### src/rtl/branch_resolve_unit_if.sv
// Decode-to-branch-resolver bundle: branch info from decode and the comparator in,
// stall/redirect/flush/timeout and statistics out.
interface branch_resolve_unit_if #(
    parameter int unsigned CNT_W = 16
) ();
    logic             branch_valid;
    logic             branch_ne;
    logic             comp_equal;
    logic             operands_ready;
    logic [31:0]      pc_plus4;
    logic [31:0]      offset;
    logic             stall;
    logic             redirect;
    logic [31:0]      branch_target;
    logic             flush;
    logic             timeout;
    logic [CNT_W-1:0] branch_count;
    logic [CNT_W-1:0] taken_count;

    modport master (
        output branch_valid, branch_ne, comp_equal, operands_ready, pc_plus4, offset,
        input  stall, redirect, branch_target, flush, timeout, branch_count, taken_count
    );

    modport slave (
        input  branch_valid, branch_ne, comp_equal, operands_ready, pc_plus4, offset,
        output stall, redirect, branch_target, flush, timeout, branch_count, taken_count
    );
endinterface

### src/rtl/branch_resolve_unit.sv
// Decode-stage BEQ/BNE resolver: waits for forwarded operands, then issues a PC redirect
// and a multi-cycle flush on taken branches, and keeps saturating branch statistics.
module branch_resolve_unit #(
    parameter int unsigned FLUSH_CYCLES = 1,
    parameter int unsigned MAX_WAIT     = 8,
    parameter int unsigned CNT_W        = 16
) (
    input logic                  clk,
    input logic                  reset,
    branch_resolve_unit_if.slave bru
);
    typedef enum logic [1:0] {StIdle, StWait, StFlush} state_e;

    localparam logic [7:0]       MaxWait   = 8'(MAX_WAIT);
    localparam logic [3:0]       FlushLast = 4'(FLUSH_CYCLES - 1);
    localparam logic [CNT_W-1:0] CntMax    = '1;

    state_e           state_q, state_d;
    logic [7:0]       wait_cnt_q, wait_cnt_d;
    logic [3:0]       flush_cnt_q, flush_cnt_d;
    logic             redirect_q, redirect_d;
    logic             timeout_q, timeout_d;
    logic [31:0]      target_q, target_d;
    logic [CNT_W-1:0] branch_cnt_q, branch_cnt_d;
    logic [CNT_W-1:0] taken_cnt_q, taken_cnt_d;
    logic             resolve;
    logic             taken;

    assign taken = bru.comp_equal ^ bru.branch_ne;

    always_ff @(posedge clk or posedge reset) begin
        if (reset) begin
            state_q <= StIdle;
        end else begin
            state_q <= state_d;
        end
    end

    always_comb begin
        state_d     = state_q;
        wait_cnt_d  = wait_cnt_q;
        flush_cnt_d = flush_cnt_q;
        resolve     = 1'b0;
        timeout_d   = 1'b0;
        unique case (state_q)
            StIdle: begin
                if (bru.branch_valid) begin
                    if (bru.operands_ready) begin
                        resolve = 1'b1;
                    end else begin
                        state_d    = StWait;
                        wait_cnt_d = 8'd1;
                    end
                end
            end
            StWait: begin
                // Decode dropping the branch means it was squashed upstream: abandon quietly.
                if (!bru.branch_valid) begin
                    state_d    = StIdle;
                    wait_cnt_d = '0;
                end else if (bru.operands_ready) begin
                    resolve    = 1'b1;
                    wait_cnt_d = '0;
                end else if (wait_cnt_q == MaxWait) begin
                    state_d    = StIdle;
                    wait_cnt_d = '0;
                    timeout_d  = 1'b1;
                end else begin
                    wait_cnt_d = wait_cnt_q + 8'd1;
                end
            end
            StFlush: begin
                if (flush_cnt_q == '0) begin
                    state_d = StIdle;
                end else begin
                    flush_cnt_d = flush_cnt_q - 4'd1;
                end
            end
            default: state_d = StIdle;
        endcase
        if (resolve) begin
            if (taken) begin
                state_d     = StFlush;
                flush_cnt_d = FlushLast;
            end else begin
                state_d = StIdle;
            end
        end
    end

    always_comb begin
        redirect_d   = resolve & taken;
        target_d     = target_q;
        branch_cnt_d = branch_cnt_q;
        taken_cnt_d  = taken_cnt_q;
        if (resolve) begin
            if (branch_cnt_q != CntMax) branch_cnt_d = branch_cnt_q + CNT_W'(1);
            if (taken) begin
                target_d = bru.pc_plus4 + (bru.offset << 2);
                if (taken_cnt_q != CntMax) taken_cnt_d = taken_cnt_q + CNT_W'(1);
            end
        end
    end

    always_ff @(posedge clk or posedge reset) begin
        if (reset) begin
            wait_cnt_q   <= '0;
            flush_cnt_q  <= '0;
            redirect_q   <= 1'b0;
            timeout_q    <= 1'b0;
            target_q     <= '0;
            branch_cnt_q <= '0;
            taken_cnt_q  <= '0;
        end else begin
            wait_cnt_q   <= wait_cnt_d;
            flush_cnt_q  <= flush_cnt_d;
            redirect_q   <= redirect_d;
            timeout_q    <= timeout_d;
            target_q     <= target_d;
            branch_cnt_q <= branch_cnt_d;
            taken_cnt_q  <= taken_cnt_d;
        end
    end

    always_comb begin
        bru.stall = 1'b0;
        bru.flush = 1'b0;
        unique case (state_q)
            StIdle:  bru.stall = bru.branch_valid & ~bru.operands_ready;
            StWait:  bru.stall = ~bru.operands_ready;
            StFlush: bru.flush = 1'b1;
            default: bru.stall = 1'b0;
        endcase
        if (reset) bru.stall = 1'b0;
    end

    assign bru.redirect      = redirect_q;
    assign bru.timeout       = timeout_q;
    assign bru.branch_target = target_q;
    assign bru.branch_count  = branch_cnt_q;
    assign bru.taken_count   = taken_cnt_q;
endmodule
### src/flat_wrapper.sv
// flat-port wrapper written by rule: the top's interface ports become plain ports
module branch_resolve_unit_flat 
#(
    parameter int unsigned FLUSH_CYCLES = 1,
    parameter int unsigned MAX_WAIT     = 8,
    parameter int unsigned CNT_W        = 16
)
  (clk, reset, bru_branch_valid, bru_branch_ne, bru_comp_equal, bru_operands_ready, bru_pc_plus4, bru_offset, bru_stall, bru_redirect, bru_branch_target, bru_flush, bru_timeout, bru_branch_count, bru_taken_count);
  branch_resolve_unit_if #(.CNT_W(CNT_W)) bru_i ();
  input logic clk;
  input logic reset;
  input wire logic [$bits(bru_i.branch_valid)-1:0] bru_branch_valid;
  input wire logic [$bits(bru_i.branch_ne)-1:0] bru_branch_ne;
  input wire logic [$bits(bru_i.comp_equal)-1:0] bru_comp_equal;
  input wire logic [$bits(bru_i.operands_ready)-1:0] bru_operands_ready;
  input wire logic [$bits(bru_i.pc_plus4)-1:0] bru_pc_plus4;
  input wire logic [$bits(bru_i.offset)-1:0] bru_offset;
  output wire logic [$bits(bru_i.stall)-1:0] bru_stall;
  output wire logic [$bits(bru_i.redirect)-1:0] bru_redirect;
  output wire logic [$bits(bru_i.branch_target)-1:0] bru_branch_target;
  output wire logic [$bits(bru_i.flush)-1:0] bru_flush;
  output wire logic [$bits(bru_i.timeout)-1:0] bru_timeout;
  output wire logic [$bits(bru_i.branch_count)-1:0] bru_branch_count;
  output wire logic [$bits(bru_i.taken_count)-1:0] bru_taken_count;
  assign bru_i.branch_valid = bru_branch_valid;
  assign bru_i.branch_ne = bru_branch_ne;
  assign bru_i.comp_equal = bru_comp_equal;
  assign bru_i.operands_ready = bru_operands_ready;
  assign bru_i.pc_plus4 = bru_pc_plus4;
  assign bru_i.offset = bru_offset;
  assign bru_stall = bru_i.stall;
  assign bru_redirect = bru_i.redirect;
  assign bru_branch_target = bru_i.branch_target;
  assign bru_flush = bru_i.flush;
  assign bru_timeout = bru_i.timeout;
  assign bru_branch_count = bru_i.branch_count;
  assign bru_taken_count = bru_i.taken_count;
  branch_resolve_unit #(.FLUSH_CYCLES(FLUSH_CYCLES), .MAX_WAIT(MAX_WAIT), .CNT_W(CNT_W)) u_core (.clk(clk), .reset(reset), .bru(bru_i));
endmodule
### config.mk
export PLATFORM = sky130hd
export DESIGN_NAME = branch_resolve_unit_flat
export DESIGN_NICKNAME = d
export VERILOG_FILES = /design/src/rtl/branch_resolve_unit_if.sv /design/src/rtl/branch_resolve_unit.sv /design/src/flat_wrapper.sv
export SDC_FILE = /design/constraint.sdc
export NUM_CORES = 1
export LEC_CHECK = 0
export ABC_AREA = 1
export ABC_CLOCK_PERIOD_IN_PS = 4300
export BUFFER_PORTS_ARGS = -buffer_cell sky130_fd_sc_hd__buf_2
export CORE_ASPECT_RATIO = 1.5
export CORE_UTILIZATION = 55
export CTS_CLUSTER_DIAMETER = 60
export CTS_CLUSTER_SIZE = 28
export DETAILED_ROUTE_END_ITERATION = 8
export HOLD_SLACK_MARGIN = 0.03
export PLACE_DENSITY_LB_ADDON = 0.1
export SKIP_LAST_GASP = 1
export SLEW_MARGIN = 0
export SYNTH_ARGS = -nofsm -noshare
export SYNTH_HDL_FRONTEND = slang
export SYNTH_SLANG_ARGS = --single-unit
### constraint.sdc
create_clock -name clk -period 4.3 [get_ports clk]
set_input_delay 0.215 -clock clk [delete_from_list [all_inputs] [get_ports clk]]
set_output_delay 0.215 -clock clk [all_outputs]
set_load 0.005 [all_outputs]
==> flow_summary.yaml, run 1 <==
floorplanning:
  core_um2: 10200
  die_w_um: 85.9
  die-area_um2: 11000
  num_io_pins: 138
  die_h_um: 128
  initial_core_util_pct: 57.0
  num_rows: 45
yosys:
  synth.net_count: 964
  ys_types: 33
  synthCells: 859
  syn_area_um2: 5810
  ys_ff_latch: 80
  yosys_most_used_dff: "dfrtp_1"
  syn_area_per_cell_um2: 6.76
  ys_async_sr_fraction_pct: 100
  synth_edf_count: 0
  yosysSeqAreaShare_pct: 34.5
  synth_warnings: 0
power_and_ir_drop:
  p_per_area_nw_per_um2: 434
  power_frac_seq_pct: 38.2
  power_frac_comb_pct: 31.2
  p_leak_nw: 4.02
  p_clk_share_pct: 30.6
  p_sw_mw: 1.02
  power.internal_mw: 2.03
  peakVddDrop_v: 0.000176
  swShare_pct: 33.4
grt:
  grt_usage_pct: 26.8
  met1_usage_pct: 29.6
  met2_usage_pct: 49.5
  overflow: 0
  busiest_layer: "met2"
  grt_pass1_wl_um: 23500
  grt_max_degree: 50
  grt_pass1_vias: 5375
  use_met3_pct: 4.06
  antenna_found_initial: 0
drt:
  dr.pass1.iters: 5
  drt_iter0_markers: 209
  ant_nets: 0
  num_vias: 5764
  wl_per_cell_um: 12.4
  drc_errors: 0
  via_per_inst: 5.03
  wl_um: 14200
finish:
  seqCellArea_um2: 2000
  drive_above_1_share_pct: 17.4
  design_area_um2: 7000
  multi_input_area_um2: 3250
  instances_no_fill: 1145
  n_antenna_cell: 0
  areaGrowthSynthToFinish_pct: 20.6
  final_net_count: 1104
  final_cell_mix: "nand2_1, buf_2, inv_1"
  final_common_cell: "nand2_1"
  fillers: 930
worst_setup_path:
  critical_path_class: "flip-flop to flip-flop"
  cp_max_fo: 49
  cp-end-kind: "flip-flop"
  cp_data_arrival_time_ns: 2.32
  required_ns: 4.52
  critPathLaunchType: "flip-flop"
cts:
  cts_tree: "built"
  clk_pin_slew_worst_paths_ns: 0.06
  post_cts_buffers: 0
  insertion_delay_ns: 0.34
  cts_buffers: 9
  cts.htree.levels: 3
  clockBufferDepth: 2
  cts_sinks: 80
  cts_root_buf: "clkbuf_16"
timing:
  layout_setup_ws_ns: 2.20
  setup_tns_ns: 0
  relSlewSlack_pct: 52.9
  whs_ns: 0.0993
  hold_violations: 0
  worst_slew_pin_slew_ns: 0.706
  fin_skew_ns: 0.00575
  setup_viol: 0
  fin_crit_ns: 2.10
  clock.fmax_ghz: 0.476
  rsz0062_at_grt: "false"
  report.final.slew_viol_count: 0
  finalCritPeriodShare_pct: 48.9
place:
  dpl_cell_area_um2: 6620
  portBuffers: 135
  hpwl_um: 11100
  gp_congestion: 0.931
  place_inst: 1128
  dp_worst_setup_slack_ns: 2.17
run:
  cap_violations: 0
hold_path:
  hold_path_class: "primary input to flip-flop"
outcome:
  status: "completed"
-- Yosys cell counts, drive strengths merged, types with 5 or more instances --
library cell	n	area share [%]
o22ai	5	0.54
o21ai	28	2.4
inv	133	8.6
nand4	10	1.1
a21oi	28	2.4
nand3	67	6.1
ha	34	7.3
nand2	325	21
dfrtp	80	34
nor3	12	1.2
nor2	68	4.7
xnor2	25	3.8
xor2	17	2.6
buf	6	0.69
nand3b	5	0.65
-- power groups by stage --
stage | Combinational [mW] | Sequential [mW] | Clock [mW]
after global routing | 1.08 | 1.19 | 0.967
after global placement | 0.927 | 1.16 | 0
after detailed placement | 0.949 | 1.17 | 0
after CTS | 0.960 | 1.16 | 0.945
final | 0.949 | 1.16 | 0.932
after floorplan | 0.550 | 1.16 | 0
-- state kept, by name (all words and copies together), names as in the netlist --
name / flops
u_core.bru.timeout: 1
u_core.wait_cnt_q: 8
u_core.flush_cnt_q: 4
u_core.bru.taken_count: 16
u_core.bru.branch_target: 32
u_core.bru.branch_count: 16
u_core.state_q: 2
u_core.bru.redirect: 1
-- metrics by stage --
stage	utilization (%)	total power [mW]
3_5_place_dp	65.0	2.12
6_report	68.7	3.04
4_1_cts	68.7	3.07
3_3_place_gp	65.0	2.09
5_1_grt	68.7	3.24
2_1_floorplan	-	1.71
-- worst max-delay path, cell delays in order, from the launching register on --
cell and delay, ns:
dfrtp_1 0.38, nor2_2 0.19, nand2_1 0.07, buf_4 0.28, inv_2 0.44, nand2_4 0.20, inv_2 0.18, nand2_1 0.10
xnor2_1 0.13
-- repair_timing --
item / in CTS / in global routing
hold buffers: 1 / 0
setup endpoints to repair: 0 / 0
endpoints found under the hold margin: 41 / 0
gates resized for setup: 0 / 0
-- layer usage --
| metal | vias up | part of all wire [%] |
|---|---|---|
| met4 | 0 | 3.5 |
| li1 | 2962 | - |
| met2 | 156 | 52 |
| met1 | 2609 | 41 |
| met5 | - | 0 |
| met3 | 37 | 3.5 |
-- layout make-up --
class                      instances  area share [%]
clock buffer                      11            3.47
inverter                         133            7.15
multi-input combinational        637            46.5
sequential                        80            28.6
clock inverter                     5            1.82
tap                              141            2.52
timing repair buffer             138            10.0
-- cell families (layout without fill, tap and decap cells) --
family	after synthesis	after routing	synth area share, %
AOI/OAI and AO/OA	69	69	6.42
xor gates and xnor gates	42	42	6.33
adders and majority gates	35	35	7.67
buffers and inverters	142	287	9.48
DFF	80	80	34.5
and+or+nand+nor	491	491	35.6
-- final timing paths --
check	startpoint	end	slack, ns	depth (start not counted)
min in group asynchronous	reset	u_core.wait_cnt_q[5]	0.53	3
max	u_core.state_q[1]	u_core.bru.taken_count[2]	2.20	8
min	bru_pc_plus4[1]	u_core.bru.branch_target[1]	0.1	3
min reg2reg	u_core.bru.branch_target[19]	u_core.bru.branch_target[19]	0.47	2
max reg2reg	u_core.state_q[1]	u_core.bru.taken_count[2]	2.20	8
max in group asynchronous	reset	u_core.bru.branch_count[12]	2.82	4
Power figures use the tool's default switching activity.
==> run 2: changes to the inputs <==
--- a/config.mk
+++ b/config.mk
@@ -6,10 +6,10 @@
 export NUM_CORES = 1
 export LEC_CHECK = 0
 export ABC_AREA = 1
-export ABC_CLOCK_PERIOD_IN_PS = 4300
+export ABC_CLOCK_PERIOD_IN_PS = 1880
 export BUFFER_PORTS_ARGS = -buffer_cell sky130_fd_sc_hd__buf_2
 export CORE_ASPECT_RATIO = 1.5
-export CORE_UTILIZATION = 55
+export CORE_UTILIZATION = 50
 export CTS_CLUSTER_DIAMETER = 60
 export CTS_CLUSTER_SIZE = 28
 export DETAILED_ROUTE_END_ITERATION = 8
==> constraint.sdc (replaced) <==
create_clock -name clk -period 1.88 [get_ports clk]
set_input_delay 0.094 -clock clk [delete_from_list [all_inputs] [get_ports clk]]
set_output_delay 0.094 -clock clk [all_outputs]
set_load 0.005 [all_outputs]
==> flow_summary.yaml, run 2 (synthesized netlist as in run 1, its figures left out) <==
grt:
  grt_pass1_wl_um: 23600
  overflow: 0
  grt_usage_pct: 24.2
  grt_max_degree: 49
  grt_pass1_vias: 5174
  antenna_found_initial: 0
timing:
  clock.fmax_ghz: 0.599
  setup_tns_ns: 0
  relSlewSlack_pct: 52.3
  setup_viol: 0
  whs_ns: 0.0804
  finalCritPeriodShare_pct: 88.9
  report.final.slew_viol_count: 0
  rsz0062_at_grt: "false"
  hold_violations: 0
  fin_skew_ns: 0.00808
  worst_slew_pin_slew_ns: 0.714
  layout_setup_ws_ns: 0.209
  fin_crit_ns: 1.67
drt:
  wl_per_cell_um: 12.3
  ant_nets: 0
  drt_iter0_markers: 280
  drc_errors: 0
  dr.pass1.iters: 4
  via_per_inst: 4.97
  wl_um: 14300
  num_vias: 5773
floorplanning:
  die_w_um: 90.0
  num_io_pins: 138
  initial_core_util_pct: 52.0
  core_um2: 11200
  num_rows: 47
  die-area_um2: 12100
  die_h_um: 134
worst_setup_path:
  worst-r2r-cell-count: 8
  r2r_slack_ns: 0.21
  rr_endpoint: "u_core.bru.taken_count[5]"
  cp_max_fo: 13
  cp-end-kind: "flip-flop"
  required_ns: 2.13
  cp_data_arrival_time_ns: 1.92
  crit_start: "u_core.bru.taken_count[1]"
  critical_path_class: "flip-flop to flip-flop"
  critPathLaunchType: "flip-flop"
  r2r_start: "u_core.bru.taken_count[1]"
finish:
  drive_above_1_share_pct: 18.1
  n_antenna_cell: 0
  fin_util_pct: 63.5
  final_cell_mix: "nand2_1, buf_2, inv_1"
  areaGrowthSynthToFinish_pct: 22.1
  fillers: 1133
  final_common_cell: "nand2_1"
  largest_reg_flops: 32
  final_net_count: 1114
cts:
  cts.hold.buffers_added: 3
  clockBufferDepth: 2
  cts_tree: "built"
  cts_sinks: 80
  cts_buffers: 9
  cts.htree.levels: 3
  clk_pin_slew_worst_paths_ns: 0.06
  post_cts_buffers: 0
  insertion_delay_ns: 0.33
  cts_root_buf: "clkbuf_16"
  cts_resized: 0
place:
  portBuffers: 135
  dp_worst_setup_slack_ns: 0.0597
  gp_congestion: 0.987
  hpwl_um: 11500
power_and_ir_drop:
  p_per_area_nw_per_um2: 975
  peakVddDrop_v: 0.000381
  p_leak_nw: 4.06
outcome:
  status: "completed"
run:
  cap_violations: 0
hold_path:
  min_from: "bru_pc_plus4[2]"
  hold_path_class: "primary input to flip-flop"
  min_delay_worst_endpoint: "u_core.bru.branch_target[2]"
  min_path_cells: 4
-- run 2: worst max-delay path by stage --
| stage | end | slack, ns | cells after the start |
|---|---|---|---|
| 6_report | u_core.bru.taken_count[5] | 0.21 | 8 |
| 5_1_grt | u_core.bru.taken_count[5] | 0.05 | 8 |
| 4_1_cts | u_core.bru.taken_count[5] | 0.19 | 8 |
| 3_5_place_dp | u_core.bru.branch_target[22] | 0.06 | 14 |
| 3_3_place_gp | u_core.bru.branch_target[30] | 0.09 | 14 |
| 2_1_floorplan | u_core.bru.branch_target[30] | 0.32 | 13 |
-- run 2: layout make-up --
type,count,area [um2],area share [%]
multi-input cells,637,3250,45.9
clock buffers,11,253,3.56
clock inverters,5,103,1.45
repair buffers,148,793,11.2
flip-flops and latches,80,2000,28.2
well taps,147,184,2.59
inverters,133,503,7.09
-- run 2: metal layers --
metal | vias up | track usage [%] | part of all wire, %
met2 | 139 | 43.5 | 51
met1 | 2620 | 29.2 | 43
met4 | 0 | 10.4 | 2.9
met5 | - | 0 | 0
li1 | 2981 | - | -
met3 | 33 | 2.66 | 3.4
-- run 2: critical path, cell delays in order (launching register included) --
cell     delay, ns
dfrtp_1       0.35
ha_1          0.23
nand3_1       0.17
nor3_2        0.27
nand2_2       0.09
nand2_4       0.16
inv_2         0.11
nand2_1       0.09
xnor2_1       0.12
-- run 2: power by group --
group          internal (mW)  switching [mW]
combinational          0.967            1.26
clock                   1.37           0.671
sequential              2.24           0.404
total                   4.58            2.34
-- run 2: stage by stage --
stage	power [mW]	instance area [um2]	cells
floorplan	3.91	5810	859
global placement	4.85	6710	1142
detailed placement	4.90	6710	1142
CTS	6.97	7090	1161
global route	7.38	7090	1161
finish	6.91	7090	1161
==> run 3: changes to the inputs <==
--- a/config.mk
+++ b/config.mk
@@ -14,7 +14,7 @@
 export CTS_CLUSTER_SIZE = 28
 export DETAILED_ROUTE_END_ITERATION = 8
 export HOLD_SLACK_MARGIN = 0.03
-export PLACE_DENSITY_LB_ADDON = 0.1
+export PLACE_DENSITY = 0.87
 export SKIP_LAST_GASP = 1
 export SLEW_MARGIN = 0
 export SYNTH_ARGS = -nofsm -noshare
==> flow_summary.yaml, run 3 (synthesized netlist as in run 1, its figures left out) <==
outcome:
  status: "completed"
place:
  place_inst: 1143
  hpwl_um: 12100
  portBuffers: 135
  dp_worst_setup_slack_ns: -0.0764
  gp_congestion: 0.978
worst_setup_path:
  r2r_slack_ns: 0.22
  cp_max_fo: 13
  critical_path_class: "flip-flop to flip-flop"
  critPathLaunchType: "flip-flop"
  cp-end-kind: "flip-flop"
  cp_data_arrival_time_ns: 1.92
  required_ns: 2.13
timing:
  clock.fmax_ghz: 0.601
  fin_skew_ns: 0.00581
  fin_crit_ns: 1.66
  setup_viol: 0
  report.final.slew_viol_count: 0
  worst_slew_pin_slew_ns: 0.451
  relSlewSlack_pct: 69.9
  finalCritPeriodShare_pct: 88.5
  whs_ns: 0.142
  rsz0062_at_grt: "false"
  hold_violations: 0
  layout_setup_ws_ns: 0.217
floorplanning:
  die_w_um: 90.0
  core_um2: 11200
  die-area_um2: 12100
  initial_core_util_pct: 52.0
  num_io_pins: 138
  die_h_um: 134
  num_rows: 47
grt:
  grt_usage_pct: 25.5
  grt_pass1_vias: 5616
  grt_max_degree: 49
  busiest_layer: "met2"
  overflow: 0
  grt_pass1_wl_um: 24600
  met2_usage_pct: 49.2
  use_met3_pct: 2.72
  met1_usage_pct: 27.0
  antenna_found_initial: 0
cts:
  cts_tree: "built"
  clk_pin_slew_worst_paths_ns: 0.06
  insertion_delay_ns: 0.34
  cts_resized: 0
  cts_root_buf: "clkbuf_16"
  post_cts_buffers: 0
  clockBufferDepth: 2
  cts_buffers: 9
  cts_sinks: 80
  cts.htree.levels: 3
drt:
  ant_nets: 0
  via_per_inst: 5.11
  num_vias: 5943
  dr.pass1.iters: 4
  drt_iter0_markers: 199
  drc_errors: 0
  wl_per_cell_um: 12.9
  wl_um: 15000
finish:
  instances_no_fill: 1162
  areaGrowthSynthToFinish_pct: 21.3
  seqCellArea_um2: 2000
  final_common_cell: "nand2_1"
  final_net_count: 1115
  n_antenna_cell: 0
  drive_above_1_share_pct: 18.0
  fillers: 1045
  final_cell_mix: "nand2_1, buf_2, inv_1"
  fin_util_pct: 63.0
  largest_reg_flops: 32
  multi_input_area_um2: 3250
power_and_ir_drop:
  power_frac_seq_pct: 39.4
  p_per_area_nw_per_um2: 943
  power.internal_mw: 4.32
  p_sw_mw: 2.32
  p_leak_nw: 4.04
  swShare_pct: 35.0
  power_frac_comb_pct: 34.3
  peakVddDrop_v: 0.000576
  totalPowerFinal_mw: 6.64
  p_clk_share_pct: 26.3
run:
  cap_violations: 0
hold_path:
  hold_path_class: "primary input to flip-flop"
==> run 3: cell types whose count changed in the layout (fill, tap and decap cells not counted), sizes merged <==
| cell | change |
|---|---|
| bufinv | -2 |
| clkbuf | +2 |
| buf | +1 |
| clkinv | +1 |
| clkinvlp | -1 |
==> run 3: metrics by stage <==
| step | setup TNS [ns] | instance area (um2) |
|---|---|---|
| floorplan | 0 | 5810 |
| global placement | 0 | 6710 |
| detailed placement | -0.208 | 6710 |
| CTS | 0 | 7040 |
| global route | 0 | 7040 |
| finish | 0 | 7040 |
==> run 3: routing by layer <==
metal,vias up,wire [um]
met5,-,0
met3,45,534
met2,201,7950
met4,0,565
li1,3001,-
met1,2696,5920
==> run 3: area by class of cell <==
type / instances / area share, %
inverter: 133 / 7.14
timing repair buffer: 149 / 11.4
clock buffer: 13 / 3.69
multi-input combinational: 637 / 46.2
tap: 147 / 2.61
sequential: 80 / 28.4
clock inverter: 3 / 0.568
==> run 3: critical path: stages (launching register included) <==
cell and delay [ns]:
dfrtp_1 0.43, ha_1 0.19, nand3_1 0.14, nor3_2 0.23, nand2_2 0.10, nand2_4 0.16
inv_2 0.11, nand2_1 0.09, xnor2_1 0.12
==> run 3: path summary, 6_finish.rpt <==
path                                               from                      endpoint  depth (start not counted)
max                           u_core.bru.taken_count[1]    u_core.bru.taken_count[12]                          8
min                                     bru_pc_plus4[2]   u_core.bru.branch_target[2]                          4
max reg2reg                   u_core.bru.taken_count[1]    u_core.bru.taken_count[12]                          8
min reg2reg                u_core.bru.branch_target[12]  u_core.bru.branch_target[12]                          2
max in group asynchronous                         reset  u_core.bru.branch_target[19]                          4
min in group asynchronous                         reset         u_core.flush_cnt_q[3]                          3
==> run 3: timing repair <==
action                                 CTS  global route
hold buffers                             3             0
endpoints found under the hold margin   15             0
setup endpoints to repair                0             1
==> run 3: power by group through the flow <==
| stage | logic [mW] | registers (mW) | clock network, mW |
|---|---|---|---|
| 4_1_cts | 2.30 | 2.62 | 1.79 |
| 5_1_grt | 2.58 | 2.69 | 1.86 |
| 3_5_place_dp | 2.28 | 2.64 | 0 |
| 3_3_place_gp | 2.23 | 2.62 | 0 |
| 2_1_floorplan | 1.26 | 2.65 | 0 |
| 6_report | 2.27 | 2.62 | 1.75 |
